$ cat config.mk
export PLATFORM = sky130hd
export DESIGN_NAME = apb_slave_regfile
export DESIGN_NICKNAME = d
export VERILOG_FILES = /design/src/rtl/apb_slave_regfile.sv
export SDC_FILE = /design/constraint.sdc
export NUM_CORES = 1
export LEC_CHECK = 0
export ABC_AREA = 1
export ABC_CLOCK_PERIOD_IN_PS = 61100
export CAP_MARGIN = 25
export CORE_ASPECT_RATIO = 0.6
export CORE_MARGIN = 1
export CORE_UTILIZATION = 30
export DETAILED_ROUTE_END_ITERATION = 6
export DONT_BUFFER_PORTS = 1
export HOLD_SLACK_MARGIN = 0.06
export PLACE_DENSITY_LB_ADDON = 0.3
export SKIP_CTS_REPAIR_TIMING = 1
export SLEW_MARGIN = 20
export SYNTH_ARGS = -nofsm -noshare
export SYNTH_HDL_FRONTEND = slang
export SYNTH_SLANG_ARGS = --single-unit
export TNS_END_PERCENT = 30
$ cat constraint.sdc
create_clock -name pclk_s -period 61.1 [get_ports pclk_s]
set_input_delay 15.275 -clock pclk_s [delete_from_list [all_inputs] [get_ports pclk_s]]
set_output_delay 15.275 -clock pclk_s [all_outputs]
set_load 0.02 [all_outputs]
$ cat src/rtl/apb_slave_regfile.sv
// APB completer with a bank of DEPTH 32-bit read/write registers, programmable
// wait states, and an error response for misaligned or out-of-range accesses.
module apb_slave_regfile #(
   parameter int unsigned DEPTH       = 16,
   parameter int unsigned WAIT_CYCLES = 0
) (
   input  logic        pclk_s,
   input  logic        prst_s,
   input  logic        psel_s,
   input  logic        penable_s,
   input  logic        pwrite_s,
   input  logic [31:0] paddress_s,
   input  logic [31:0] pwdata_s,
   output logic [31:0] prdata_s,
   output logic        pready_s,
   output logic        pslverr_s
);

   localparam int unsigned IDX_W = $clog2(DEPTH);

   typedef enum logic [1:0] {ST_IDLE, ST_WAIT, ST_READY} state_e;

   state_e           state_q;
   logic [31:0]      mem_q [DEPTH];
   logic [IDX_W-1:0] idx_q;
   logic [IDX_W-1:0] idx_d;
   logic             write_q;
   logic             err_q;
   logic             err_d;
   logic [31:0]      wdata_q;
   logic [3:0]       cnt_q;
   logic [31:0]      prdata_q;
   logic             pready_q;
   logic             pslverr_q;

   // Live decode of the setup-phase address; latched into idx_q/err_q in IDLE.
   always_comb begin
      idx_d = paddress_s[2 +: IDX_W];
      err_d = (paddress_s[1:0] != 2'b00) || (paddress_s >= 32'(4 * DEPTH));
   end

   // NOTE: all state uses non-blocking assignments so every register samples
   // the values from before the edge, regardless of statement order.
   always_ff @(posedge pclk_s or posedge prst_s) begin
      if (prst_s) begin
         state_q   <= ST_IDLE;
         idx_q     <= '0;
         write_q   <= 1'b0;
         err_q     <= 1'b0;
         wdata_q   <= '0;
         cnt_q     <= '0;
         prdata_q  <= '0;
         pready_q  <= 1'b0;
         pslverr_q <= 1'b0;
         // NOTE: the register bank is reset because software relies on reading
         // 0 after reset; this keeps it in flops rather than a RAM macro.
         for (int i = 0; i < DEPTH; i++) begin
            mem_q[i] <= '0;
         end
      end else begin
         case (state_q)
            ST_IDLE: begin
               if (psel_s && !penable_s) begin
                  idx_q   <= idx_d;
                  write_q <= pwrite_s;
                  wdata_q <= pwdata_s;
                  err_q   <= err_d;
                  cnt_q   <= 4'(WAIT_CYCLES);
                  if (WAIT_CYCLES == 0) begin
                     state_q   <= ST_READY;
                     pready_q  <= 1'b1;
                     pslverr_q <= err_d;
                     prdata_q  <= (pwrite_s || err_d) ? '0 : mem_q[idx_d];
                  end else begin
                     state_q <= ST_WAIT;
                  end
               end
            end
            ST_WAIT: begin
               if (!psel_s) begin
                  state_q <= ST_IDLE;
               end else if (penable_s) begin
                  if (cnt_q == 4'd1) begin
                     state_q   <= ST_READY;
                     pready_q  <= 1'b1;
                     pslverr_q <= err_q;
                     prdata_q  <= (write_q || err_q) ? '0 : mem_q[idx_q];
                  end else begin
                     cnt_q <= cnt_q - 4'd1;
                  end
               end
            end
            ST_READY: begin
               // A deselect on the completion edge abandons the write.
               if (psel_s && write_q && !err_q) begin
                  mem_q[idx_q] <= wdata_q;
               end
               state_q   <= ST_IDLE;
               pready_q  <= 1'b0;
               pslverr_q <= 1'b0;
               prdata_q  <= '0;
            end
            default: state_q <= ST_IDLE;
         endcase
      end
   end

   assign prdata_s  = prdata_q;
   assign pready_s  = pready_q;
   assign pslverr_s = pslverr_q;

endmodule

# --- Yosys cells after proc, flatten, opt, wreduce, memory -nomap -nowiden ---
# Cells that the tools add are included.
totals:
  register_bits: 590
  input_bits: 69
  out_inout_bits: 34
  word_cells: 96
classes:
  n_bitwise: 2
  n_eq_ne: 10
  n_addsub: 1
  reduce_logical: 18
  n_mux: 36
  n_lt_le_gt_ge: 4
ops:
  columns: ["operator", "count"]
  rows:
  - ["512-bit bitwise mux", 1]
  - ["32-bit 2-to-1 mux", 11]
  - ["32-bit binary-select mux with 4-bit select", 2]
  - ["32-bit demux with 4-bit select", 1]
  - ["32-bit case mux with 3 select lines", 1]
  - ["32-bit by 7-bit >= comparator with 1-bit output, second input constant", 1]
  - ["4-bit 2-to-1 mux", 4]
  - ["5-bit >= comparator, second input constant", 2]
  - ["2-bit inequality test, second input constant", 5]
  - ["4-bit inverter with 5-bit output", 2]
  - ["5-bit AND reduction", 2]
  - ["1-bit 2-to-1 mux", 8]
  - ["2-bit 2-to-1 mux", 4]
  - ["4-bit case mux with 2 select lines", 1]
  - ["3-bit inequality test, second input constant", 2]
  - ["1-bit case mux with 3 select lines", 2]
  - ["5-bit by 1-bit < comparator with 1-bit output, second input constant", 1]
  - ["4-bit by 1-bit equality test with 1-bit output, second input constant", 1]
  - ["1-bit logical AND", 4]
  - ["2-bit case mux with 2 select lines", 1]
  - ["2-bit AND reduction", 2]
  - ["2-bit nonzero test", 2]
  - ["4-bit by 1-bit subtractor with 4-bit output, second input constant", 1]
  - ["1-bit logical OR", 3]
  - ["other kinds (6)", 7]

# --- Depth between registers and ports, before layout ---
# Gate-level depths: netlist of the first run.
depth:
  depth_word: 9
  depth_mapped: 10
  depth_no_buf: 7

# --- Worst setup path before layout of the first run ---
# Ideal clock, no wire load.
synth_path:
  kind: "input-to-reg"
  from: "in paddress_s[2]"
  to: "reg prdata_q[29], in the netlist prdata_s[29]"
  slack_ps: 44713
  required_time_ps: 61035
  stages: 10
  arrival_time_ps: 16322
  setup_ps: 65
  n_path_buf: 3
  path_cell_list: "clkbuf_1 inv_1 buf_2 buf_1 nand2_1 nand3_1 nand3_1 nand3_1 nand3_1 nand2_1"
synth_between:
  elab_chain_len: 7
  elab_cells_between_ends: 10
  cone_classes: "1 x order compare; 6 x mux; 1 x bitwise; 2 x reduce/logical"
synth_rtl:
  columns: ["element", "line_no", "rtl"]
  rows:
  - ["start: declaration", "12", "input logic [31:0] paddress_s,"]
  - ["parallel branches: the longest is 4 deep, another holds 32-bit by 7-bit >= comparator with 1-bit output", null, null]
  - ["32-bit 2-to-1 mux (*)", "73", "prdata_q <= (pwrite_s || err_d) ? '0 : mem_q[idx_d];"]
  - ["32-bit 2-to-1 mux (*)", "63", "if (psel_s && !penable_s) begin"]
  - ["32-bit case mux with 3 select lines (*)", "61", "case (state_q)"]
  - ["end signal: assignment", "73", null]
  - ["end signal: assignment", "87", "prdata_q <= (write_q || err_q) ? '0 : mem_q[idx_q];"]
  - ["end: declaration", "32", "logic [31:0] prdata_q;"]
# Mark *: on every way between the ends. The select of a mux whose other input is x is not followed.
# A chain may end at the register's enable or synchronous reset.

# --- Final worst setup path of the first run ---
layout_path:
  from: "in paddress_s[3]"
  to: "reg prdata_q[22], in the netlist prdata_s[22]"
# The elaborated chain is that of the path after synthesis.

==> out/summary.txt, run 1 <==
Area taken by multi-input logic gates - 10100 sq um
Leading area contributor after synthesis - dfrtp_1
Root buffer cell - clkbuf_16
Register area - 14600 sq um
Synth Register Bits - 584
GP Congestion - 0.741
Dpl hpwl - 42.0 mm
Post-route clock period utilization - 27.7%
Vias in the first global route - 19570
Syn avg cell area - 8.39 sq um
CP arrival - 17440 ps
Area share of the largest cell type after synthesis - 56.4%
Layout cells sized above 1 - 7.32%
Min Clock Period, post-route - 16950 ps
Cts bufs inserted - 52
Unrepaired setup endpoints after global routing - false
Sequential area share after synthesis - 56.4%
Worst Hold Launch - mem_q[14]
Max-slew headroom - 23.4%
Core area - 85600 sq um
Total track usage - 18.8%
Highest clock rate - 59.0 MHz
Die footprint - 87600 sq um
DR DRC count - 0
Setup crit end kind - flop
Fin nets - 2992
Commonest non-fill, non-tap cell in the layout - nand2_1
Final hold violation count - 0
WP data required - 61590 ps
Worst min path class - reg2reg
Yosys cell types - 24
Die Wd - 382 um
Post-synthesis adder-cell area fraction - 0%
Drt initial violations - 2108
Clk_lat worst skew - 610 ps
Routed Antenna Nets - 0
Largest family of logic cells by synthesized area - simple AND/OR/NAND/NOR gates
XOR/XNOR Fraction of Synth Area - 0%
Vias per cell - 4.95
IO Count - 103
Grt total ovfl - 0
Run status - finished clean
Post-synthesis compound-gate area fraction - 11.6%
Worst-Margin Slew - 1150 ps
Routed WL - 82.4 mm
Critical path type - in2reg
Synth Cell Area - 25900 sq um
Critical path origin - paddress_s[3]
CTS tree - built
Post-Synth Simple-Gate Area - 27.1%
Reg2reg start - pready_s
Fin util - 33.3%
Final Cell Area - 28500 sq um
Startpoint types - input port
Vias - 20363
Most frequent cells in the layout - nand2_1 (1138), dfrtp_1 (584), nand3_1 (480)
Area grow syn2layout - 9.80%
Port bufs - 0
Num Clock Sinks - 584
Die Ht - 230 um
Post-Synthesis Cells - 3092
Clk pin slew, worst setup/hold paths - 70 ps
First drt pass iteration count - 5
Ranking of synthesized cells by area - dfrtp_1 (56%), nand2_1 (16%), nand3_1 (9.3%), o21ai_0 (8.6%), o21ai_2 (2.2%)
Peak VDD IR - 0.0204 mV
Placed instance area - 26500 sq um
Multiplexer share of the synthesized area - 0%
PwrDens - 31.5 nW/um^2
First-pass GRT wire length - 127 mm
DR WL/cell - 20.0 um
Htree depth - 2
Yosys warns - 0
Final setup vio count - 0
Setup_tns - 0 ps
Rows - 83
Fillers - 9050
Max cap viols - 0
Worst-path fanout max - 130
WHS - 483 ps
Initial antenna violation count - 0
Clk buf depth - 3
Starting Density - 30.3%
Slew Limit Fails - 0
Syn_nets - 3161
Pin count of the biggest net entering global routing - 259
Clk_skew - 18.7 ps
LEAKAGE - 12.6 nW
==> power by group <==
| group | leakage [nW] | total [W] | switching, W | internal, W |
|---|---|---|---|---|
| sequential | 8.03 | 0.000436 | 0.0000174 | 0.000419 |
| clock | 0.952 | 0.000371 | 0.000156 | 0.000215 |
| combinational | 3.57 | 0.0000887 | 0.0000633 | 0.0000254 |
==> cells by family (layout without fill, tap and decap cells) <==
| logic type | Yosys count | count (layout) |
|---|---|---|
| compound gates | 551 | 551 |
| buf+inv | 294 | 167 |
| flops | 584 | 584 |
| other cells | 0 | 1 |
| simple gates | 1663 | 1663 |
==> layout make-up <==
class                   instances  area share, %
repair buffers                 26          0.958
well taps                    1147           5.04
diodes                          1        0.00879
clock buffers                  72           5.44
inverters                      45          0.655
flip-flops and latches        584           51.3
clock inverters                24           1.24
multi-input cells            2214           35.3
==> metrics by stage <==
stage                     total power (W)  std cells  setup slack [ps]
after CTS                        0.000902       4109             44060
after global placement           0.000530       4012             43410
after floorplan                  0.000510       3092             29480
after global routing             0.000936       4112             43950
final                            0.000896       4113             44150
after detailed placement         0.000532       4013             43390
==> critical path, stage by stage <==
cell and delay (ps):
inv_4 660, buf_4 850, nand3_1 160, nand3_1 110, nand3_1 100, nand3_1 120
nand2_1 70
==> registers in the layout, summed over array words and instances (netlist names) <==
signal / flops
wdata_q: 32
pslverr_s: 1
write_q: 1
err_q: 1
pready_s: 1
idx_q: 4
prdata_s: 32
mem_q: 512
==> synth_stat cells <==
library cell / instances
nor3_4: 4
o21a_1: 1
inv_2: 4
buf_1: 28
o21ai_0: 447
and2_0: 1
nand2_2: 6
nor2_4: 1
clkbuf_1: 135
nand3_2: 2
inv_1: 41
nand2_4: 6
nor2_1: 19
buf_2: 55
buf_6: 12
clkbuf_2: 19
nor2_2: 2
nand2_1: 1138
nand3_4: 3
o21ai_2: 64
o21ai_1: 39
dfrtp_1: 584
nor3_2: 1
nand3_1: 480
==> path summary, 6_finish.rpt <==
check                           cells past startpoint  slack [ps]           end
min in group asynchronous                           1       14640    mem_q[127]
max in group asynchronous                           4       44490    mem_q[221]
worst min register to register                      2         480     mem_q[14]
worst max register to register                      8       58510    mem_q[202]
worst max-delay path                                7       44150  prdata_s[22]
worst min-delay path                                2         480     mem_q[14]
==> per-layer routing <==
layer,up-vias,track usage [%],wire (um)
met4,0,4.26,1800
met1,9799,29.4,41900
met3,114,3.16,5470
li1,9814,-,-
met5,-,0,0
met2,636,26.7,33200
Power figures use the tool's default switching activity.
==> run 2: changes to the inputs <==
Settings changed: ABC_CLOCK_PERIOD_IN_PS 61100 to 16800.
Clock period 61.1 ns to 16.8 ns, I/O delays scaled along.
==> run 2 against run 1 <==
Net effect:
- final area is 0.39% lower
- hold slack worse by 0.64 ps
- global-route usage is 0.33 points lower
- critical endpoint is now prdata_s[2]
- largest power group unchanged
==> out/summary.txt, run 2 (synthesized netlist as in run 1, its figures left out) <==
Worst r2r dst - prdata_s[14]
Max-slew headroom - 20.9% (-2.5 points)
CP Buf/Inv Count - 3 (+1)
Register area - 14600 sq um (unchanged)
Cells on worst reg2reg path - 7 (-1)
Die footprint - 87600 sq um (unchanged)
Largest register FFs - 512 (unchanged)
Fin nets - 2996 (+0.13%)
Total track usage - 18.5% (-0.33 points)
Worst-Margin Slew - 1190 ps (+37.3 ps)
Max cap viols - 0 (unchanged)
Commonest non-fill, non-tap cell in the layout - nand2_1
Vias per cell - 4.94 (-0.24%)
WHS - 482 ps (-0.638 ps)
Num Clock Sinks - 584 (unchanged)
Dpl hpwl - 41.5 mm (-1.2%)
Initial antenna violation count - 1 (+1)
DR DRC count - 0 (unchanged)
GP Congestion - 0.748 (+0.86%)
Pin count of the biggest net entering global routing - 259 (unchanged)
Highest clock rate - 151 MHz
DR WL/cell - 19.7 um (-1.8%)
R2R Setup Slk - 13950 ps (-44560 ps)
Run status - finished clean
Area grow syn2layout - 9.37%
Slew Limit Fails - 0 (unchanged)
Root buffer cell - clkbuf_16
CP arrival - 7140 ps (-10300 ps)
Setup crit end kind - flop
Post-route clock period utilization - 39.3%
Startpoint types - input port
Clk_skew - 16.4 ps (-2.24 ps)
Rows - 83 (unchanged)
Clk buf depth - 3 (unchanged)
Reg2reg start - pready_s
Slowest Stage Delay on Critical Path - 740 ps (-110 ps)
Grt total ovfl - 0 (unchanged)
WP data required - 17340 ps (-44250 ps)
Slowest stage cell, crit path - buf_4
Clk pin slew, worst setup/hold paths - 70 ps (about the same)
CTS tree - built
Critical path, cell by cell - inv_8 > buf_4 > buf_4 > nand2_1 > nand3_1 > nand3_1 > nand3_1 > nand3_1 > nand2_1
IO Count - 103 (unchanged)
Starting Density - 30.3% (unchanged)
Final hold violation count - 0 (unchanged)
Top Family by Delay on Critical Path - buffers and inverters
Fillers - 9066 (+0.18%)
Fin util - 33.1% (-0.13 points)
Routed WL - 80.9 mm (-1.8%)
Port bufs - 0 (unchanged)
Min-Delay Endpoint - mem_q[266]
LEAKAGE - 12.5 nW (-0.47%)
Worst Hold Launch - mem_q[266]
Antenna cells - 0 (-1)
Vias in the first global route - 19353 (-1.1%)
WHS Path Cells - 2 (unchanged)
Final setup vio count - 0 (unchanged)
Worst-path fanout max - 258 (+98%)
Min Clock Period, post-route - 6610 ps
Largest register by flop count - mem_q
PwrDens - 112 nW/um^2 (+260%)
Core area - 85600 sq um (unchanged)
Cts bufs inserted - 52 (unchanged)
First drt pass iteration count - 5 (unchanged)
Die Ht - 230 um (unchanged)
Clk_lat worst skew - 610 ps (about the same)
Die Wd - 382 um (unchanged)
Peak VDD IR - 0.0719 mV (+250%)
Most frequent cells in the layout - nand2_1 (1138), dfrtp_1 (584), nand3_1 (480)
Critical path type - in2reg
Drt initial violations - 2193 (+4.0%)
Layout cells sized above 1 - 7.21% (-0.11 points)
Vias - 20324 (-0.19%)
Area taken by multi-input logic gates - 10100 sq um (unchanged)
CP dominant cell by count - nand3_1
Unrepaired setup endpoints after global routing - false
Setup_tns - 0 ps (unchanged)
First-pass GRT wire length - 125 mm (-1.1%)
Power consumption - 0.00317 W (+250%)
Worst min path class - reg2reg
Htree depth - 2 (unchanged)
Routed Antenna Nets - 0 (unchanged)
run 2: where the power goes:
| group | switching [W] | internal (W) | total (W) |
|---|---|---|---|
| Clock | 0.000558 | 0.000706 | 0.00126 |
| Sequential | 0.0000638 | 0.00152 | 0.00159 |
| Combinational | 0.000225 | 0.0000928 | 0.000318 |
run 2: layout make-up:
cell class                      count  share of cell area, %
Tap cell                         1147                   5.06
Clock inverter                     17                  0.662
Timing Repair Buffer               30                   1.09
Multi-Input combinational cell   2214                   35.5
Inverter                           45                  0.644
Clock buffer                       78                   5.54
Sequential cell                   584                   51.5
run 2: worst min-delay path, delay by kind of cell, from the launching register on:
family / cells / cell delay, ps
AOI/OAI and AO/OA: 1 / 50
DFF: 1 / 340
and+or+nand+nor: 1 / 60
run 2: metal layers:
| layer | vias up | GRT usage, % | routed length (um) |
|---|---|---|---|
| met4 | 0 | 3.04 | 1110 |
| met5 | - | 0 | 0 |
| met1 | 9857 | 29.2 | 41700 |
| li1 | 9834 | - | - |
| met2 | 550 | 26.1 | 33300 |
| met3 | 83 | 3.39 | 4800 |
run 2: worst max path at each step:
stage	slack [ps]	startpoint	end	depth (start not counted)
2_1_floorplan	4640	prst_s	err_q	1
3_3_place_gp	9500	prst_s	mem_q[445]	4
3_5_place_dp	9520	prst_s	mem_q[471]	4
4_1_cts	10170	prst_s	mem_q[471]	4
5_1_grt	10080	prst_s	mem_q[500]	5
6_report	10190	paddress_s[2]	prdata_s[2]	9
run 2: metrics by stage:
stage	cells	setup slack, ps	cell area (sq um)
after global placement	4015	9500	26500
after floorplan	3092	4640	25900
after detailed placement	4015	9520	26500
after CTS	4110	10170	28200
final	4115	10190	28400
after global routing	4115	10080	28400
==> run 3: changes to the inputs <==
Settings changed: ABC_CLOCK_PERIOD_IN_PS 16800 to 5600.
Clock period 16.8 ns to 5.6 ns, I/O delays scaled along.
==> run 3 against run 2 <==
Net effect:
- routed wire length is 0.49% higher
- die area did not move
- cell count grew 0.17%
- via count up 0.22%
- largest cell class unchanged
- utilization rose by 0.15 points
- sequential share of layout area down 0.24 points
- sequential power increased to 3.0 times the previous value
- clock skew grew 11 ps
- non-clock buffer count is 8 higher
==> out/summary.txt, run 3 (synthesized netlist as in run 1, its figures left out) <==
Run status - finished clean
Largest register by flop count - mem_q
Vias - 20368 (+0.22%)
Num Clock Sinks - 584 (unchanged)
DR DRC count - 0 (unchanged)
Final hold violation count - 0 (unchanged)
Critical path origin - paddress_s[2]
Root buffer cell - clkbuf_16
Clk pin slew, worst setup/hold paths - 70 ps (about the same)
Area grow syn2layout - 9.88%
Worst Hold Launch - mem_q[273]
Grt total ovfl - 0 (unchanged)
Dpl hpwl - 43.3 mm (+4.4%)
Sw frac - 26.7% (about the same)
Slew Limit Fails - 0 (unchanged)
Starting Density - 30.3% (unchanged)
First drt pass iteration count - 5 (unchanged)
Die footprint - 87600 sq um (unchanged)
Final Cell Area - 28500 sq um (+0.47%)
Total track usage - 18.6% (+0.087 points)
Setup_tns - 0 ps (unchanged)
Largest register FFs - 512 (unchanged)
Worst-Margin Slew - 1140 ps (-48.7 ps)
CTS tree - built
Worst r2r dst - mem_q[267]
Htree depth - 2 (unchanged)
Highest clock rate - 345 MHz
Sequential share of power - 49.8% (-0.3 points)
Drt initial violations - 1990 (-9.3%)
Port bufs - 0 (unchanged)
R2R Setup Slk - 2730 ps (-11220 ps)
Unrepaired setup endpoints after global routing - false
Most frequent cells in the layout - nand2_1 (1138), dfrtp_1 (584), nand3_1 (480)
LEAKAGE - 12.6 nW (+0.56%)
Finished Layout Cells - 4122 (+0.17%)
Max cap viols - 0 (unchanged)
Placed instance area - 26600 sq um (+0.64%)
Psw - 0.00255 W (+200%)
Placed cells - 4025 (+0.25%)
Routed WL - 81.3 mm (+0.49%)
Clk buf depth - 3 (unchanged)
Worst-path fanout max - 258 (unchanged)
Pin count of the biggest net entering global routing - 259 (unchanged)
Max-slew headroom - 24.2% (+3.2 points)
Routed Antenna Nets - 0 (unchanged)
Vias per cell - 4.94 (about the same)
Clk_skew - 27.7 ps (+11.2 ps)
Clk_lat worst skew - 620 ps (about the same)
Critical path type - in2reg
Core area - 85600 sq um (unchanged)
End point of the critical path - prdata_s[24]
Cells on worst reg2reg path - 8 (+1)
CP arrival - 3440 ps (-3700 ps)
Startpoint types - input port
Reg2reg start - pready_s
Fin nets - 3004 (+0.27%)
Worst slack at placement - 2100 ps (-7420 ps)
Cts bufs inserted - 52 (unchanged)
Fin util - 33.3% (+0.15 points)
Peak VDD IR - 0.262 mV (+260%)
Clock power share - 40.1% (+0.2 points)
WP data required - 6140 ps (-11200 ps)
Worst min path class - reg2reg
PwrDens - 336 nW/um^2 (+200%)
Setup ws final - 2700 ps (-7490 ps)
DR WL/cell - 19.7 um (+0.32%)
Die Ht - 230 um (unchanged)
Die Wd - 382 um (unchanged)
Initial antenna violation count - 5 (+4)
First-pass GRT wire length - 126 mm (+0.13%)
Min Clock Period, post-route - 2900 ps
GP Congestion - 0.743 (-0.62%)
Rows - 83 (unchanged)
Layout cells sized above 1 - 7.50% (+0.29 points)
Final setup vio count - 0 (unchanged)
IO Count - 103 (unchanged)
Int Pwr - 0.00701 W (+200%)
Combinational share of power - 10.1% (about the same)
Post-route clock period utilization - 51.7%
Commonest non-fill, non-tap cell in the layout - nand2_1
Setup crit end kind - flop
Vias in the first global route - 19471 (+0.61%)
-- run 3: cell types whose count changed in the layout (fill, tap and decap cells not counted) --
| cell | change |
|---|---|
| buf_12 | +7 |
| buf_16 | -2 |
| buf_4 | +3 |
| bufinv_16 | +2 |
| clkbuf_1 | -3 |
| clkbuf_16 | +1 |
| clkbuf_8 | -6 |
| clkinv_2 | +3 |
| clkinv_8 | +1 |
| diode_2 | +1 |
-- run 3: worst min-delay path by stage --
| stage | endpoint | slack [ps] | depth (start not counted) |
|---|---|---|---|
| floorplan | mem_q[138] | 450 | 2 |
| global placement | mem_q[391] | 470 | 2 |
| detailed placement | mem_q[273] | 470 | 2 |
| CTS | mem_q[285] | 480 | 2 |
| global route | mem_q[273] | 500 | 2 |
| finish | mem_q[273] | 480 | 2 |
-- run 3: cell type report --
| class | instances | area (sq um) |
|---|---|---|
| timing repair buffer | 38 | 418 |
| clock buffer | 70 | 1500 |
| antenna | 1 | 2.50 |
| sequential | 584 | 14600 |
| clock inverter | 23 | 279 |
| inverter | 45 | 183 |
| multi-input combinational | 2214 | 10100 |
| tap | 1147 | 1440 |
| fill | 9054 | 57100 |
-- run 3: critical path: stages --
cell and delay [ps]:
inv_8 650, buf_4 550, nand2_1 100, nand3_1 90
nand3_1 80, nand3_1 130, nand3_1 90, nand2_1 100
-- run 3: metrics by stage --
stage                     total power [W]  hold WS [ps]
after CTS                         0.00965           484
final                             0.00956           483
after detailed placement          0.00581           468
after global routing              0.00999           501
after global placement            0.00579           465
after floorplan                   0.00556           453
-- run 3: power by group through the flow --
stage / clock network (W) / logic (W) / registers, W
after global placement: 0 / 0.000963 / 0.00483
after CTS: 0.00391 / 0.000984 / 0.00475
after detailed placement: 0 / 0.000985 / 0.00483
after global routing: 0.00407 / 0.00112 / 0.00480
final: 0.00383 / 0.000970 / 0.00476
after floorplan: 0 / 0.000775 / 0.00479
-- run 3: routing by layer --
layer | wire length [um] | track usage, % | vias to the layer above
li1 | - | - | 9823
met4 | 1130 | 3.20 | 6
met5 | 41 | 0 | -
met3 | 4950 | 3.48 | 86
met1 | 41200 | 28.4 | 9919
met2 | 34000 | 27.2 | 534
